[config.mk]
export PLATFORM = sky130hd
export DESIGN_NAME = contador_display
export DESIGN_NICKNAME = d
export VERILOG_FILES = /design/src/rtl/contador_display.sv
export SDC_FILE = /design/constraint.sdc
export NUM_CORES = 1
export LEC_CHECK = 0
export CORE_MARGIN = 5
export CORE_UTILIZATION = 41
export DETAILED_ROUTE_END_ITERATION = 10
export GPL_TIMING_DRIVEN = 0
export PLACE_DENSITY = 0.7
export SLEW_MARGIN = 15
export SYNTH_ARGS = -nofsm -noshare
export SYNTH_HDL_FRONTEND = slang
export SYNTH_SLANG_ARGS = --single-unit
[constraint.sdc]
create_clock -name clock -period 1.2 [get_ports clock]
set_clock_uncertainty 0.15 [all_clocks]
set_input_delay 0.36 -clock clock [delete_from_list [all_inputs] [get_ports clock]]
set_output_delay 0.36 -clock clock [all_outputs]
set_load 0.01 [all_outputs]
[src/rtl/contador_display.sv]
// 4-bit up-counter with enable feeding a registered hex-to-7-segment converter.
// Define DISPLAY_HEX_EN to show A..F for codes 10..15; otherwise those codes blank the digit.
module contador_display #(
  parameter int COUNT_MAX      = 15,
  parameter bit SEG_ACTIVE_LOW = 1'b0
) (
  input  logic       clock,
  input  logic       reset,
  input  logic       enable,
  output logic [3:0] saida,
  output logic       s1,
  output logic       s2,
  output logic       s3,
  output logic       s4,
  output logic       s5,
  output logic       s6,
  output logic       s7
);

  localparam logic [3:0] LAST_COUNT = 4'(COUNT_MAX);
  // XOR mask applied to the active-high pattern to get the pin polarity.
  localparam logic [6:0] SEG_POL    = SEG_ACTIVE_LOW ? 7'b1111111 : 7'b0000000;
  localparam logic [6:0] SEG_RESET  = 7'b1111110 ^ SEG_POL;

  // Active-high abcdefg pattern; every code has a defined result.
  function automatic logic [6:0] hex_to_seg(input logic [3:0] code);
    case (code)
      4'h0: hex_to_seg = 7'b1111110;
      4'h1: hex_to_seg = 7'b0110000;
      4'h2: hex_to_seg = 7'b1101101;
      4'h3: hex_to_seg = 7'b1111001;
      4'h4: hex_to_seg = 7'b0110011;
      4'h5: hex_to_seg = 7'b1011011;
      4'h6: hex_to_seg = 7'b1011111;
      4'h7: hex_to_seg = 7'b1110000;
      4'h8: hex_to_seg = 7'b1111111;
      4'h9: hex_to_seg = 7'b1111011;
`ifdef DISPLAY_HEX_EN
      4'hA: hex_to_seg = 7'b1110111;
      4'hB: hex_to_seg = 7'b0011111;
      4'hC: hex_to_seg = 7'b1001110;
      4'hD: hex_to_seg = 7'b0111101;
      4'hE: hex_to_seg = 7'b1001111;
      4'hF: hex_to_seg = 7'b1000111;
`endif
      default: hex_to_seg = 7'b0000000;
    endcase
  endfunction

  logic [3:0] count_q;
  logic [3:0] count_next;
  logic [6:0] seg_q;
  logic [6:0] seg_next;

  // NOTE: a default assignment before the branches keeps always_comb from inferring a latch.
  always_comb begin
    count_next = count_q;
    if (enable) begin
      count_next = (count_q == LAST_COUNT) ? 4'd0 : count_q + 4'd1;
    end
  end

  // Converter reads the current count, so segments lag saida by one cycle.
  always_comb seg_next = hex_to_seg(count_q) ^ SEG_POL;

  // NOTE: sequential state uses non-blocking assignments so every register samples pre-edge values.
  always_ff @(posedge clock or posedge reset) begin
    if (reset) begin
      count_q <= 4'd0;
      seg_q   <= SEG_RESET;
    end else begin
      count_q <= count_next;
      seg_q   <= seg_next;
    end
  end

  assign saida = count_q;
  assign {s1, s2, s3, s4, s5, s6, s7} = seg_q;

endmodule

## Word level (Yosys, flattened, before mapping)

Memories as Yosys holds them, arrays and structs flattened. A register that Yosys moved wholly into a read port is not among the register bits.
Index checks and enable logic that the tools add are counted.

- Reduce and logical (&&, ||, !) cells: 0
- Div/mod/pow operators: 0
- Shifts and indexed selects: 0
- Multiply operators: 0
- Equal/unequal tests: 1
- Add/subtract/negate cells: 1
- Bitwise logic cells: 0
- Multiplexer cells: 1
- $lt $le $gt $ge: 0

Operator list:

| operator | number |
|---|---|
| $add A4 B1 Y4 const B | 1 |
| $eq A4 B4 Y1 const B | 1 |
| $mux W4 | 1 |

- Bits in read-only memories: 112
- Memories: 1
- Flip-flop bits (word level): 4
- RAM bits: 0
- Latch bits: 0

Memories:

| name | words | bits a word | rd ports | clocked after Yosys merged registers in | wr ports | line | RTL |
|---|---|---|---|---|---|---|---|
| (no name shown) | 16 | 7 | 1 | 1 | 0 | 27 | `case (code)` |

## Longest topological paths before layout

Gate-level depths: netlist of run 1.

- Depth in word-level cells: 2
- Mapped depth: 5

## Worst setup path before layout of run 1

OpenSTA, ideal clock, no wires.

- Path type: flip-flop to flip-flop
- Start: register count_q[1] (netlist: saida[1])
- End: register count_q[1] (netlist: saida[1])
- Cell stages (with the launch flop): 5
- Data required time: 922 ps
- Slack: -163 ps
- Arrival: 1086 ps
- Cells stage by stage: dfrtp_1 -> inv_2 -> ha_1 -> nand3_1 -> o21ai_0

- Cells in the longest elaborated chain, start to end: 2
- Elaborated cells on any way between the ends: 3

Ends and longest elaborated chain:

| element | line | RTL |
|---|---|---|
| from (decl) | 50 | `logic [3:0] count_q;` |
| from (signal assigned) | 72 | `count_q <= count_next;` |
| $add A4 B1 Y4 or $eq A4 B4 Y1 (tied branches) | 59 | `count_next = (count_q == LAST_COUNT) ? 4'd0 : count_q + 4'd1;` |
| $mux W4 * | 59 |  |

Every way passes the cells marked *; elsewhere a longest branch is shown, timed or not.
A chain may end at the register's enable or synchronous reset.

## Final worst setup path of run 1

- Start: register seg_q[1]
- End: output port s6

RTL lines:

| element | line | RTL |
|---|---|---|
| from (decl) | 52 | `logic [6:0] seg_q;` |
| to (decl) | 16 | `output logic s6,` |

No word-level cell between the ends.

==> results of run 1 <==
## worst paths after layout
kind / end / slack (ns) / from
worst min-delay path: saida[2] / 0.26 / reset
min in group clock: saida[0] / 0.30 / enable
worst max-delay path: s6 / -0.20 / seg_q[1]
max in group asynchronous: seg_q[4] / 0.30 / reset
worst min register to register: seg_q[2] / 0.54 / saida[2]
worst max register to register: saida[1] / -0.11 / saida[0]
## cells in the final DEF (no fill, tap or decap), types with 2 or more instances in the layout
cell type	count
sky130_fd_sc_hd__ha_4	6
sky130_fd_sc_hd__clkbuf_4	3
sky130_fd_sc_hd__buf_8	3
sky130_fd_sc_hd__nand2_1	2
sky130_fd_sc_hd__inv_1	3
sky130_fd_sc_hd__clkinv_8	2
sky130_fd_sc_hd__a21oi_2	3
sky130_fd_sc_hd__dfstp_2	6
sky130_fd_sc_hd__buf_2	3
sky130_fd_sc_hd__dfrtp_2	2
sky130_fd_sc_hd__buf_6	11
sky130_fd_sc_hd__o21ai_2	3
sky130_fd_sc_hd__buf_4	4
sky130_fd_sc_hd__nand3_2	2
sky130_fd_sc_hd__dfrtp_1	3
sky130_fd_sc_hd__o22ai_1	2
sky130_fd_sc_hd__o22ai_2	3
## through the flow
| stage | cells | hold WS (ns) | TNS (ns) |
|---|---|---|---|
| 6_report | 93 | 0.259 | -2.24 |
| 5_1_grt | 93 | 0.304 | -3.08 |
| 4_1_cts | 88 | 0.250 | -2.24 |
| 3_5_place_dp | 80 | 0.463 | -4.60 |
| 3_3_place_gp | 80 | 0.443 | -4.44 |
| 2_1_floorplan | 52 | 0.0580 | -0.0955 |
## flip-flops by register name, indices dropped and copies added, names as in the netlist
signal,cells
saida,4
seg_q,7
## per-layer routing
| metal | vias to the layer above | share of wire (%) |
|---|---|---|
| met1 | 238 | 41 |
| met3 | 4 | 5.3 |
| met5 | - | 0 |
| met2 | 12 | 52 |
| li1 | 231 | - |
| met4 | 0 | 2.0 |
## power groups by stage
stage | Combinational (W) | Clock, W | Sequential, W
6_report | 0.00203 | 0.000243 | 0.000716
2_1_floorplan | 0.000590 | 0 | 0.000851
3_5_place_dp | 0.00116 | 0 | 0.000780
5_1_grt | 0.00219 | 0.000269 | 0.000734
4_1_cts | 0.00137 | 0.000252 | 0.000704
3_3_place_gp | 0.00112 | 0 | 0.000770
## repair_timing
item | 4_1_cts | 5_1_grt
pin swaps | 0 | 11
gates resized for setup | 60 | 40
gates cloned | 0 | 0
buffers inserted | 4 | 5
setup endpoints to repair | 19 | 20
## cell families after synthesis
kind of cell    count (synthesis)  share of synthesized area (%)
compound gates                 15                           17.4
xor+xnor                        2                           3.08
fa+ha+maj                       7                           15.4
buf+inv                         8                           6.17
flops                          11                           49.8
mux                             1                           1.76
simple gates                    8                           6.39
## cell type report
cell class	count	area share, %
timing repair buffer	22	21.2
buffer	2	2.95
tap	15	1.77
clock buffer	4	2.48
sequential	11	26.9
inverter	6	4.48
multi-input combinational	33	40.2
==> insert_results.sql, run 1 <==
INSERT INTO impl_metrics (metric_group, metric, value, unit) VALUES
('clock_network', 'worst_setup_hold_path_clk_slew', '0.07', 'ns'),
('final_layout', 'finalNetCount', '89', ''),
('grt', 'gr-max-usage-layer', 'met2', ''),
('clock_network', 'clock_tree.buffer_depth', '2', ''),
('route', 'post-route-drc-count', '0', ''),
('run_status', 'outcome', 'finished with violations', ''),
('sta', 'finalWorstPathRequiredPeriod', '1.40', 'ns'),
('critical_path', 'worst-setup-path-type', 'reg2out', ''),
('place', 'dp.final_hpwl', '818', 'µm'),
('sta', 'rsz0062_at_grt', 'yes', ''),
('place', 'dpl_worst_slack', '-0.383', 'ns'),
('place', 'placed_area', '762', 'µm²'),
('yosys', 'synth_area_leaders', 'sky130_fd_sc_hd__dfstp_2, sky130_fd_sc_hd__dfrtp_1, sky130_fd_sc_hd__ha_1, sky130_fd_sc_hd__o22ai_1, sky130_fd_sc_hd__o21ai_0', ''),
('place', 'input_output_buffers', '13', ''),
('critical_path', 'worstSetupStartpointType', 'flip-flop', ''),
('final_layout', 'insertedDiodeCount', '0', ''),
('clock_network', 'clock_tree_from_tritoncts', 'built', ''),
('critical_path', 'critical_path_cell_count', '1', ''),
('grt', 'grt.met2_usage', '25.4', '%'),
('die', 'fp.coreArea', '0.00130', 'mm²'),
('critical_path', 'critical-path-top-delay-family', 'flip-flops', ''),
('route', 'post_dr_wirelength_cell', '15.3', 'µm'),
('grt', 'met1_usage', '14.7', '%'),
('critical_path', 'crit_path_top_delay_cell', 'sky130_fd_sc_hd__dfstp_2', ''),
('sta', 'maxClockFrequency', '715', 'MHz'),
('grt', 'met3_usage', '3.45', '%'),
('yosys', 'syn-instance-count', '52', ''),
('yosys', 'synth-warning-count', '0', ''),
('grt', 'antenna_found_initial', '0', ''),
('power_and_ir_drop', 'power.share.clock', '8.1', '%'),
('critical_path', 'timing.critical_path.buf_inv', '1', ''),
('power_and_ir_drop', 'power.internal', '0.00181', 'W'),
('sta', 'maxSlewHeadroom', '70.6', '%'),
('sta', 'worst_slew_pin_slew', '0.440', 'ns'),
('clock_network', 'clock_tree.root_cell', 'sky130_fd_sc_hd__clkbuf_4', ''),
('final_layout', 'layout.filler_cells', '75', ''),
('yosys', 'synth_flop_cell', 'sky130_fd_sc_hd__dfstp_2', ''),
('run_status', 'violated_checks', 'setup timing', ''),
('run', 'cap_violations', '0', ''),
('grt', 'grt_remaining_overflow', '0', ''),
('critical_path', 'max_stage_delay', '0.54', 'ns'),
('route', 'drtPass1Iterations', '2', ''),
('sta', 'timing_hold_violations_final', '0', ''),
('yosys', 'synth_enable_flop_cells', '0', ''),
('die', 'row_count', '13', ''),
('yosys', 'synth.distinct_cells', '19', ''),
('route', 'wirelength', '1430', 'µm'),
('power_and_ir_drop', 'power.share.sequential', '23.9', '%'),
('clock_network', 'cts_made_buffers', '3', ''),
('critical_path', 'cp-end-kind', 'primary output', ''),
('yosys', 'synth_top_cell_by_area', 'sky130_fd_sc_hd__dfstp_2', ''),
('die', 'start_util', '43.7', '%'),
('sta', 'worst_slack', '-0.198', 'ns'),
('route', 'dr_total_vias', '485', ''),
('critical_path', 'ff2ff_path_depth', '5', ''),
('final_layout', 'syn2layout_area_growth', '86.8', '%'),
('power_and_ir_drop', 'net_switching_component_of_the_power', '0.00118', 'W'),
('place', 'place_congestion', '0.730', ''),
('yosys', 'synth_most_common_cell', 'sky130_fd_sc_hd__ha_1', ''),
('critical_path', 'worstPathMaxFanout', '1', ''),
('sta', 'timing_max_transition_violations_final', '0', ''),
('route', 'drt_iter0_drc', '7', ''),
('sta', 'number_of_setup_violations_in_the_final_report', '19', ''),
('final_layout', 'utilization', '81.5', '%'),
('yosys', 'syn-mean-instance-area', '10.9', 'µm²'),
('clock_network', 'clkLatencyLatePin', '0.26', 'ns'),
('die', 'die_width', '47.2', 'µm'),
('die', 'top_level_ports', '14', ''),
('critical_path', 'critical_path_cell_by_cell', 'buf_6', ''),
('worst_hold_path', 'worst_hold_path_type', 'in2async', ''),
('power_and_ir_drop', 'p_leak', '0.451', 'nW');
(Power assumes the default switching activity.)
==> inputs of run 2 (changes only) <==
- MAX_ROUTING_LAYER: unset -> met4
==> insert_results.sql, run 2 (same netlist as run 1, synthesis figures left out) <==
INSERT INTO impl_metrics (metric_group, metric, value, unit) VALUES
('power_and_ir_drop', 'power_frac_comb', '68.0', '%'),
('clock_network', 'cts_htree_levels', '1', ''),
('route', 'viasPerCell', '5.20', ''),
('sta', 'maxClockFrequency', '715', 'MHz'),
('place', 'place_congestion', '0.739', ''),
('grt', 'met1_usage', '14.7', '%'),
('place', 'placed_cells', '80', ''),
('place', 'input_output_buffers', '13', ''),
('clock_network', 'cts-hold-fix-buffers', '0', ''),
('die', 'start_util', '43.7', '%'),
('route', 'drt_iter0_drc', '7', ''),
('sta', 'finalWorstPathRequiredPeriod', '1.40', 'ns'),
('critical_path', 'cp-end-kind', 'primary output', ''),
('place', 'placed_area', '762', 'µm²'),
('sta', 'worst_slew_pin_slew', '0.440', 'ns'),
('power_and_ir_drop', 'ir_drop', '1550', 'µV'),
('sta', 'final_total_negative_setup_slack', '-2.24', 'ns'),
('power_and_ir_drop', 'net_switching_component_of_the_power', '0.00118', 'W'),
('grt', 'grt_remaining_overflow', '0', ''),
('die', 'top_level_ports', '14', ''),
('grt', 'grt.met2_usage', '25.4', '%'),
('grt', 'first_global_vias', '469', ''),
('route', 'drtPass1Iterations', '2', ''),
('critical_path', 'critical_path_cell_by_cell', 'buf_6', ''),
('critical_path', 'critical-path-top-delay-family', 'flip-flops', ''),
('final_layout', 'final_area', '0.00106', 'mm²'),
('critical_path', 'max_stage_delay', '0.53', 'ns'),
('clock_network', 'cts_made_buffers', '3', ''),
('grt', 'met3_usage', '3.45', '%'),
('run_status', 'outcome', 'finished with violations', ''),
('critical_path', 'worstPathMaxFanout', '1', ''),
('sta', 'timing_max_transition_violations_final', '0', ''),
('grt', 'pin_count_of_the_biggest_net_entering_global_routing', '12', ''),
('final_layout', 'largest-register', 'seg_q', ''),
('place', 'dp.final_hpwl', '818', 'µm'),
('critical_path', 'worst_ep_required_time', '0.69', 'ns'),
('run_status', 'violated_checks', 'setup timing', ''),
('grt', 'antenna_found_initial', '0', ''),
('critical_path', 'worst-setup-path-type', 'reg2out', ''),
('clock_network', 'worst_setup_hold_path_clk_slew', '0.07', 'ns'),
('die', 'floorplan.die.height', '47.2', 'µm'),
('power_and_ir_drop', 'power_per_cell_area', '2820', 'mW/mm²'),
('power_and_ir_drop', 'power.share.clock', '8.1', '%'),
('final_layout', 'largest_register_ff_count', '7', ''),
('route', 'wirelength', '1430', 'µm'),
('route', 'post-route-drc-count', '0', ''),
('grt', 'grt_pass1_wl', '2080', 'µm'),
('route', 'dr_total_vias', '484', ''),
('sta', 'worst_slack', '-0.198', 'ns'),
('clock_network', 'clock_tree_from_tritoncts', 'built', ''),
('sta', 'timing_hold_violations_final', '0', ''),
('die', 'row_count', '13', ''),
('grt', 'gr-max-usage-layer', 'met2', ''),
('sta', 'number_of_setup_violations_in_the_final_report', '19', ''),
('power_and_ir_drop', 'power.share.sequential', '23.9', '%'),
('sta', 'rsz0062_at_grt', 'yes', ''),
('clock_network', 'clock_tree.root_cell', 'sky130_fd_sc_hd__clkbuf_4', ''),
('clock_network', 'clkLatencyLatePin', '0.26', 'ns'),
('clock_network', 'clock-sinks', '11', ''),
('final_layout', 'finalNetCount', '89', ''),
('final_layout', 'mostFrequentLayoutCells', 'sky130_fd_sc_hd__buf_6, sky130_fd_sc_hd__ha_4, sky130_fd_sc_hd__dfstp_2', ''),
('critical_path', 'timing.critical_path.buf_inv', '1', ''),
('die', 'die-area', '0.00223', 'mm²'),
('clock_network', 'clock_tree.buffer_depth', '2', ''),
('final_layout', 'layout-drive-gt1-share', '74.4', '%'),
('power_and_ir_drop', 'power.internal', '0.00181', 'W'),
('final_layout', 'syn2layout_area_growth', '86.8', '%'),
('die', 'die_width', '47.2', 'µm'),
('grt', 'global_route.usage.total', '14.1', '%'),
('critical_path', 'arrival', '0.89', 'ns'),
('die', 'fp.coreArea', '0.00130', 'mm²'),
('final_layout', 'stdcell_count', '93', ''),
('power_and_ir_drop', 'p_leak', '0.451', 'nW'),
('final_layout', 'mostFrequentLayoutCell', 'sky130_fd_sc_hd__buf_6', ''),
('sta', 'layout_worst_path_cycle_share', '116', '%'),
('route', 'antenna_nets_post_route', '0', ''),
('final_layout', 'insertedDiodeCount', '0', ''),
('run', 'cap_violations', '0', ''),
('route', 'post_dr_wirelength_cell', '15.4', 'µm'),
('sta', 'maxSlewHeadroom', '70.6', '%'),
('worst_hold_path', 'worst_hold_path_type', 'in2async', ''),
('critical_path', 'worstSetupStartpointType', 'flip-flop', ''),
('power_and_ir_drop', 'power.switching_fraction', '39.4', '%'),
('power_and_ir_drop', 'report.power.total', '0.00299', 'W'),
('critical_path', 'crit_path_top_delay_cell', 'sky130_fd_sc_hd__dfstp_2', '');
run 2: cell counts in the layout (fill, tap and decap cells not counted):
No cell type changed its count.
run 2: per-stage QoR:
stage | setup slack, ns | hold WS [ns] | util [%]
floorplan | -0.0362 | 0.0580 | -
global placement | -0.387 | 0.443 | 58.6
detailed placement | -0.383 | 0.463 | 58.6
CTS | -0.200 | 0.250 | 63.9
global route | -0.226 | 0.304 | 81.5
finish | -0.198 | 0.259 | 81.5
run 2: path summary, 6_finish.rpt:
check                           endpoint      from  slack (ns)  cells after the start
worst max-delay path                  s6  seg_q[1]       -0.20                      1
min in group clock              saida[0]    enable        0.30                      2
worst min-delay path            saida[2]     reset        0.26                      2
max in group asynchronous       seg_q[4]     reset        0.30                      2
worst min register to register  seg_q[2]  saida[2]        0.54                      3
worst max register to register  seg_q[3]  saida[1]       -0.11                      6
run 2: area by class of cell:
type / count / area, µm²
multi-input combinational: 33 / 427
sequential: 11 / 285
fill: 75 / 240
timing repair buffer: 22 / 225
inverter: 6 / 47.5
buffer: 2 / 31.3
clock buffer: 4 / 26.3
tap: 15 / 18.8
run 2: metal layers:
| layer | wire length [µm] | vias up |
|---|---|---|
| li1 | - | 230 |
| met1 | 587 | 238 |
| met2 | 738 | 12 |
| met3 | 76 | 4 |
| met4 | 29 | 0 |
| met5 | 0 | - |
run 2: timing repair:
| item | CTS | global route |
|---|---|---|
| pin swaps | 0 | 11 |
| buffers inserted | 4 | 5 |
| setup endpoints to repair | 19 | 20 |
| gates resized for setup | 60 | 40 |
run 2: power by group through the flow:
stage	Combinational, W	Sequential (W)	Clock, W
global route	0.00219	0.000734	0.000269
global placement	0.00112	0.000770	0
detailed placement	0.00116	0.000780	0
CTS	0.00137	0.000704	0.000252
floorplan	0.000590	0.000851	0
finish	0.00203	0.000716	0.000243
==> patch 1 (settings of run 2) <==
Change the parameter `SEG_ACTIVE_LOW` from 1'b0 to 1'b1.
--- a/src/rtl/contador_display.sv
+++ b/src/rtl/contador_display.sv
@@ -3,5 +3,5 @@
 module contador_display #(
   parameter int COUNT_MAX      = 15,
-  parameter bit SEG_ACTIVE_LOW = 1'b0
+  parameter bit SEG_ACTIVE_LOW = 1'b1
 ) (
   input  logic       clock,
Behaviour: not the same (Yosys sat finds a counterexample within 4 cycles, from zero or initial values and one cycle with reset high).
==> patch 1 against run 2 <==
The run still ends with negative setup slack left; cell area is 17% lower; largest cell class unchanged; sequential cell count unchanged; setup slack got worse by 0.028 ns; worst hold slack worse by 0.040 ns; power decreased by 15%; clock power up 7%; final cell count rose by 1.1%; sequential share of layout area is 4.7 points higher; critical path depth increased by 4; routed wire length is 6.5% higher; area after synthesis fell by 3.3%; die area is 2.6% lower.
==> patch 1: results (changes against run 2) <==
- Run status: complete, but fails checks (unchanged)
- Failing checks: negative setup slack (unchanged)
- Worst EP arrival: 1.43 ns (was 0.89 ns)
- Max VDD drop: 1300 µV (was 1550 µV)
- Top-count cell post-synth: dfrtp_1 (was ha_1)
- Number of non-clock buffers: 25 (was 24)
- Final Setup Violations: 22 (was 19)
- Leakage power: 0.397 nW (was 0.451 nW)
- CP Max Fanout: 3 (was 1)
- Vias in the first global route: 471 (was 469)
- CP max stage cell: dfrtp_2 (was dfstp_2)
- Post-Synth XOR/XNOR Area: 0.0319 (was 0.0308)
- Vias: 499 (was 484)
- Slew HR: 0.724 (was 0.706)
- Sequential area share after synthesis: 0.503 (was 0.498)
- Post-synth top cells: dfrtp_1, a21oi_1, ha_1 (was ha_1, dfstp_2, dfrtp_1, inv_1, o22ai_1)
- Clock-cell share: 0.0297 (was 0.0248)
- Top cells by area, synth: dfrtp_1, ha_1, dfstp_2, a21oi_1, o41ai_2 (was dfstp_2, dfrtp_1, ha_1, o22ai_1, o21ai_0)
- Clock insertion delay at the later pin of the skew report: 0.28 ns (was 0.26 ns)
- Number of DRC markers in iteration 0: 12 (was 7)
- Fillers: 101 (was 75)
- Power Clock: 261 µW (was 243 µW)
- #MultiIn Comb: 33 (unchanged)
- Vias per std cell: 5.31 (was 5.20)
- Reg2reg start: saida[0] (was saida[1])
- Switching share of power: 0.418 (was 0.394)
- Netlist cell types: 21 (was 19)
- First-pass GRT wire length: 2.19 mm (was 2.08 mm)
- Tot GR Track Use: 0.156 (was 0.141)
- IO buf count: 13 (unchanged)
- Total power: 2.55 mW (was 2.99 mW)
- Mux contribution to synthesized area: 0 (was 0.0176)
- Number of nets in the layout: 88 (was 89)
- Buffering overhead: 0.236 (was 0.242)
- Setup WS post-layout: -0.225 ns (was -0.198 ns)
- Gpl congestion: 0.788 (was 0.739)
- Seq/total area: 0.315 (was 0.269)
- H-tree depth: 1 (unchanged)
- Seq pwr share: 0.252 (was 0.239)
- First-pass DRT Iterations: 4 (was 2)
- Multi-input combinational area share: 0.349 (was 0.402)
- Post-synthesis compound-gate area fraction: 0.166 (was 0.174)
- Syn nets: 60 (was 62)
- Synth Area in Adders: 0.114 (was 0.154)
- Worst Setup SP: saida[0] (was seg_q[1])
- Layout cells sized above 1: 0.595 (was 0.744)
- DRT Wirelength: 1.53 mm (was 1.43 mm)
- Final HPWL DP: 779 µm (was 818 µm)
- Critical Path Max Stage Delay: 0.42 ns (was 0.53 ns)
- CTS buffer count: 3 (unchanged)
## patch 1: cell count changes after synthesis, sizes merged, moves of 2 or more
cell | run 2 | this run
ha | 7 | 5
dfrtp | 5 | 10
dfstp | 6 | 1
a31oi | 0 | 2
o22ai | 5 | 0
a21oi | 3 | 5
o21ai | 4 | 6
## patch 1: what timing repair did
action / CTS / global route
setup buffers: 9 / 1
pin swaps: 5 / 5
resized for setup: 57 / 15
setup endpoints to repair: 18 / 22
gates cloned: 0 / 0
## patch 1: per-layer routing
layer	vias up	track usage	wire, µm
met1	239	0.167	549
met4	0	0.0852	78
li1	232	-	-
met2	19	0.261	780
met3	9	0.0352	117
met5	-	-	0
## patch 1: metrics by stage
stage	hold WS [ns]	setup TNS [ns]	worst slack [ns]	instance area (µm²)	utilization
floorplan	0.0616	-0.302	-0.113	561	-
global placement	0.477	-3.31	-0.337	709	0.552
detailed placement	0.485	-3.53	-0.352	709	0.552
CTS	0.238	-2.43	-0.218	821	0.639
global route	0.278	-3.60	-0.267	885	0.688
finish	0.219	-2.85	-0.225	885	0.688
## patch 1: worst reg2reg max path: cells and delay by family, from the launching register on
family / cells / cell delay (ns)
flip-flops: 1 / 0.42
buffers and inverters: 1 / 0.14
AO/OA/AOI/OAI: 2 / 0.22
adder cells (fa/ha/maj): 1 / 0.15
AND/OR/NAND/NOR: 1 / 0.22
## patch 1: final timing paths
path | slack [ns] | endpoint | depth (start not counted)
worst max-delay path | -0.23 | seg_q[3] | 5
worst min-delay path | 0.22 | seg_q[4] | 2
worst max register to register | -0.23 | seg_q[3] | 5
worst min register to register | 0.60 | seg_q[2] | 3
max in group asynchronous | 0.36 | saida[1] | 2
min in group clock | 0.60 | seg_q[2] | 3
==> patch 2 (flow settings as in run 2) <==
Without the edit above. Put a register stage on the output `s6`. The value now appears one clock later. The other outputs are not delayed to match.
--- a/src/rtl/contador_display.sv
+++ b/src/rtl/contador_display.sv
@@ -22,4 +22,6 @@
   localparam logic [6:0] SEG_POL    = SEG_ACTIVE_LOW ? 7'b1111111 : 7'b0000000;
   localparam logic [6:0] SEG_RESET  = 7'b1111110 ^ SEG_POL;
+
+  logic s6_d;
 
   // Active-high abcdefg pattern; every code has a defined result.
@@ -76,5 +78,9 @@
 
   assign saida = count_q;
-  assign {s1, s2, s3, s4, s5, s6, s7} = seg_q;
+  assign {s1, s2, s3, s4, s5, s6_d, s7} = seg_q;
+
+  always_ff @(posedge clock) begin
+    s6 <= s6_d;
+  end
 
 endmodule
Check against the original RTL: not equivalent (Yosys sat finds a counterexample within 4 cycles, from zero or initial values and one cycle with reset high).
==> patch 2 against run 2 <==
The flow still finishes with violations (negative setup slack); combinational power is 7% lower; setup slack better by 0.00068 ns; area after synthesis is 3.5% higher; fmax hardly changed; power is 0.86% lower; cell area is 2.0% lower; routed wire length is 9.4% higher; sequential cell count is 1 higher; critical path type unchanged; highest routed layer unchanged.
==> patch 2: results (changes against run 2) <==
- Run status: complete, but fails checks (unchanged)
- Failing checks: negative setup slack (unchanged)
- Die area: 0.00229 mm² (was 0.00223 mm²)
- Layout cells sized above 1: 0.750 (was 0.744)
- Synth Area in Adders: 0.149 (was 0.154)
- Placed Cells: 81 (was 80)
- Top cells by area, synth: dfstp_2, dfrtp_1, ha_1, o22ai_1, dfxtp_1 (was dfstp_2, dfrtp_1, ha_1, o22ai_1, o21ai_0)
- Reg clk slew, reported paths: ~0.080 ns
- Leakage power: 0.440 nW (was 0.451 nW)
- Initial Utilization: 0.441 (was 0.437)
- Vias: 509 (was 484)
- Reg2reg start: saida[1] (unchanged)
- Gpl congestion: 0.748 (was 0.739)
- Critical Path Max Stage Delay: 0.53 ns (about the same)
- Fillers: 88 (was 75)
- Netlist cell types: 20 (was 19)
- Number of nets in the layout: 91 (was 89)
- H-tree depth: 1 (unchanged)
- Final HPWL DP: 838 µm (was 818 µm)
- Post-Synth XOR/XNOR Area: 0.0298 (was 0.0308)
- Syn nets: 63 (was 62)
- Max VDD drop: 1330 µV (was 1550 µV)
- HP Class: in -> async (unchanged)
- Wire per inst: 16.5 µm (was 15.4 µm)
- IO buf count: 13 (unchanged)
- Worst Setup SP: seg_q[3] (was seg_q[1])
- Sequential area share after synthesis: 0.515 (was 0.498)
- Mux contribution to synthesized area: 0.0170 (was 0.0176)
- TNS Setup: -2.06 ns (was -2.24 ns)
- Register area: 305 µm² (was 285 µm²)
- Cells after Synth: 53 (was 52)
- CP Max Fanout: 1 (unchanged)
- Largest net degree at the start of global routing: 12 (unchanged)
- Number of antenna repair diodes: 0 (unchanged)
- Async set or reset register ratio after synthesis: 0.917 (was 1.00)
- Worst Max-Slew Pin Slew: 0.408 ns (was 0.440 ns)
- Vias per std cell: 5.36 (was 5.20)
- Number of DRC markers in iteration 0: 8 (was 7)
- Setup WS post-layout: -0.197 ns (was -0.198 ns)
- Dpl cell area: 782 µm² (was 762 µm²)
- Tot GR Track Use: 0.158 (was 0.141)
- Final Setup Violations: 21 (was 19)
- Synth warn: 0 (unchanged)
- Initial antenna violation count: 0 (unchanged)
- First-pass GRT wire length: 2.34 mm (was 2.08 mm)
- Post-synthesis compound-gate area fraction: 0.168 (was 0.174)
- DP Worst Slack: -0.385 ns (was -0.383 ns)
- Worst EP arrival: 0.89 ns (about the same)
- First-pass DRT Iterations: 4 (was 2)
- Max reg flops: 7 (unchanged)
- Post-synth EDFFs: 0 (unchanged)
- Vias in the first global route: 504 (was 469)
-- patch 2: cell count changes after synthesis, sizes merged --
cell | run 2 | this run
dfxtp | 0 | 1
-- patch 2: area by class of cell --
type                       instances  area share
buffer                             2      0.0217
clock buffer                       4      0.0349
sequential                        12       0.294
tap                               15      0.0181
inverter                           6      0.0361
timing repair buffer              23       0.217
multi-input combinational         33       0.379
-- patch 2: cell families after synthesis --
| group | count (synthesis) |
|---|---|
| buf+inv | 8 |
| xor+xnor | 2 |
| fa+ha+maj | 7 |
| compound gates | 15 |
| simple gates | 8 |
| flops | 12 |
| mux | 1 |
-- patch 2: worst paths after layout --
check,end,cells past startpoint,slack (ns)
hold / removal,saida[3],2,0.22
max in group asynchronous,seg_q[2],2,0.35
min in group clock,s6,0,0.25
setup reg to reg,saida[1],5,-0.10
hold reg to reg,s6,0,0.25
setup / recovery,s4,1,-0.20
-- patch 2: what timing repair did --
item / 4_1_cts / 5_1_grt
buffers inserted: 9 / 1
gates cloned: 0 / 0
gates resized for setup: 79 / 14
hold endpoints to repair: 0 / 0
setup endpoints to repair: 19 / 21
pin swaps: 8 / 3
-- patch 2: power breakdown --
group	switching [mW]	internal, mW
clock	0.130	0.184
sequential	0.0999	0.669
combinational	0.910	0.974
total	1.14	1.83
-- patch 2: per-layer routing --
layer,share of wire,global-route usage,vias to the layer above
li1,-,-,234
met1,0.41,0.175,253
met2,0.50,0.253,16
met3,0.057,0.0602,6
met4,0.030,0.0645,0
met5,0,-,-
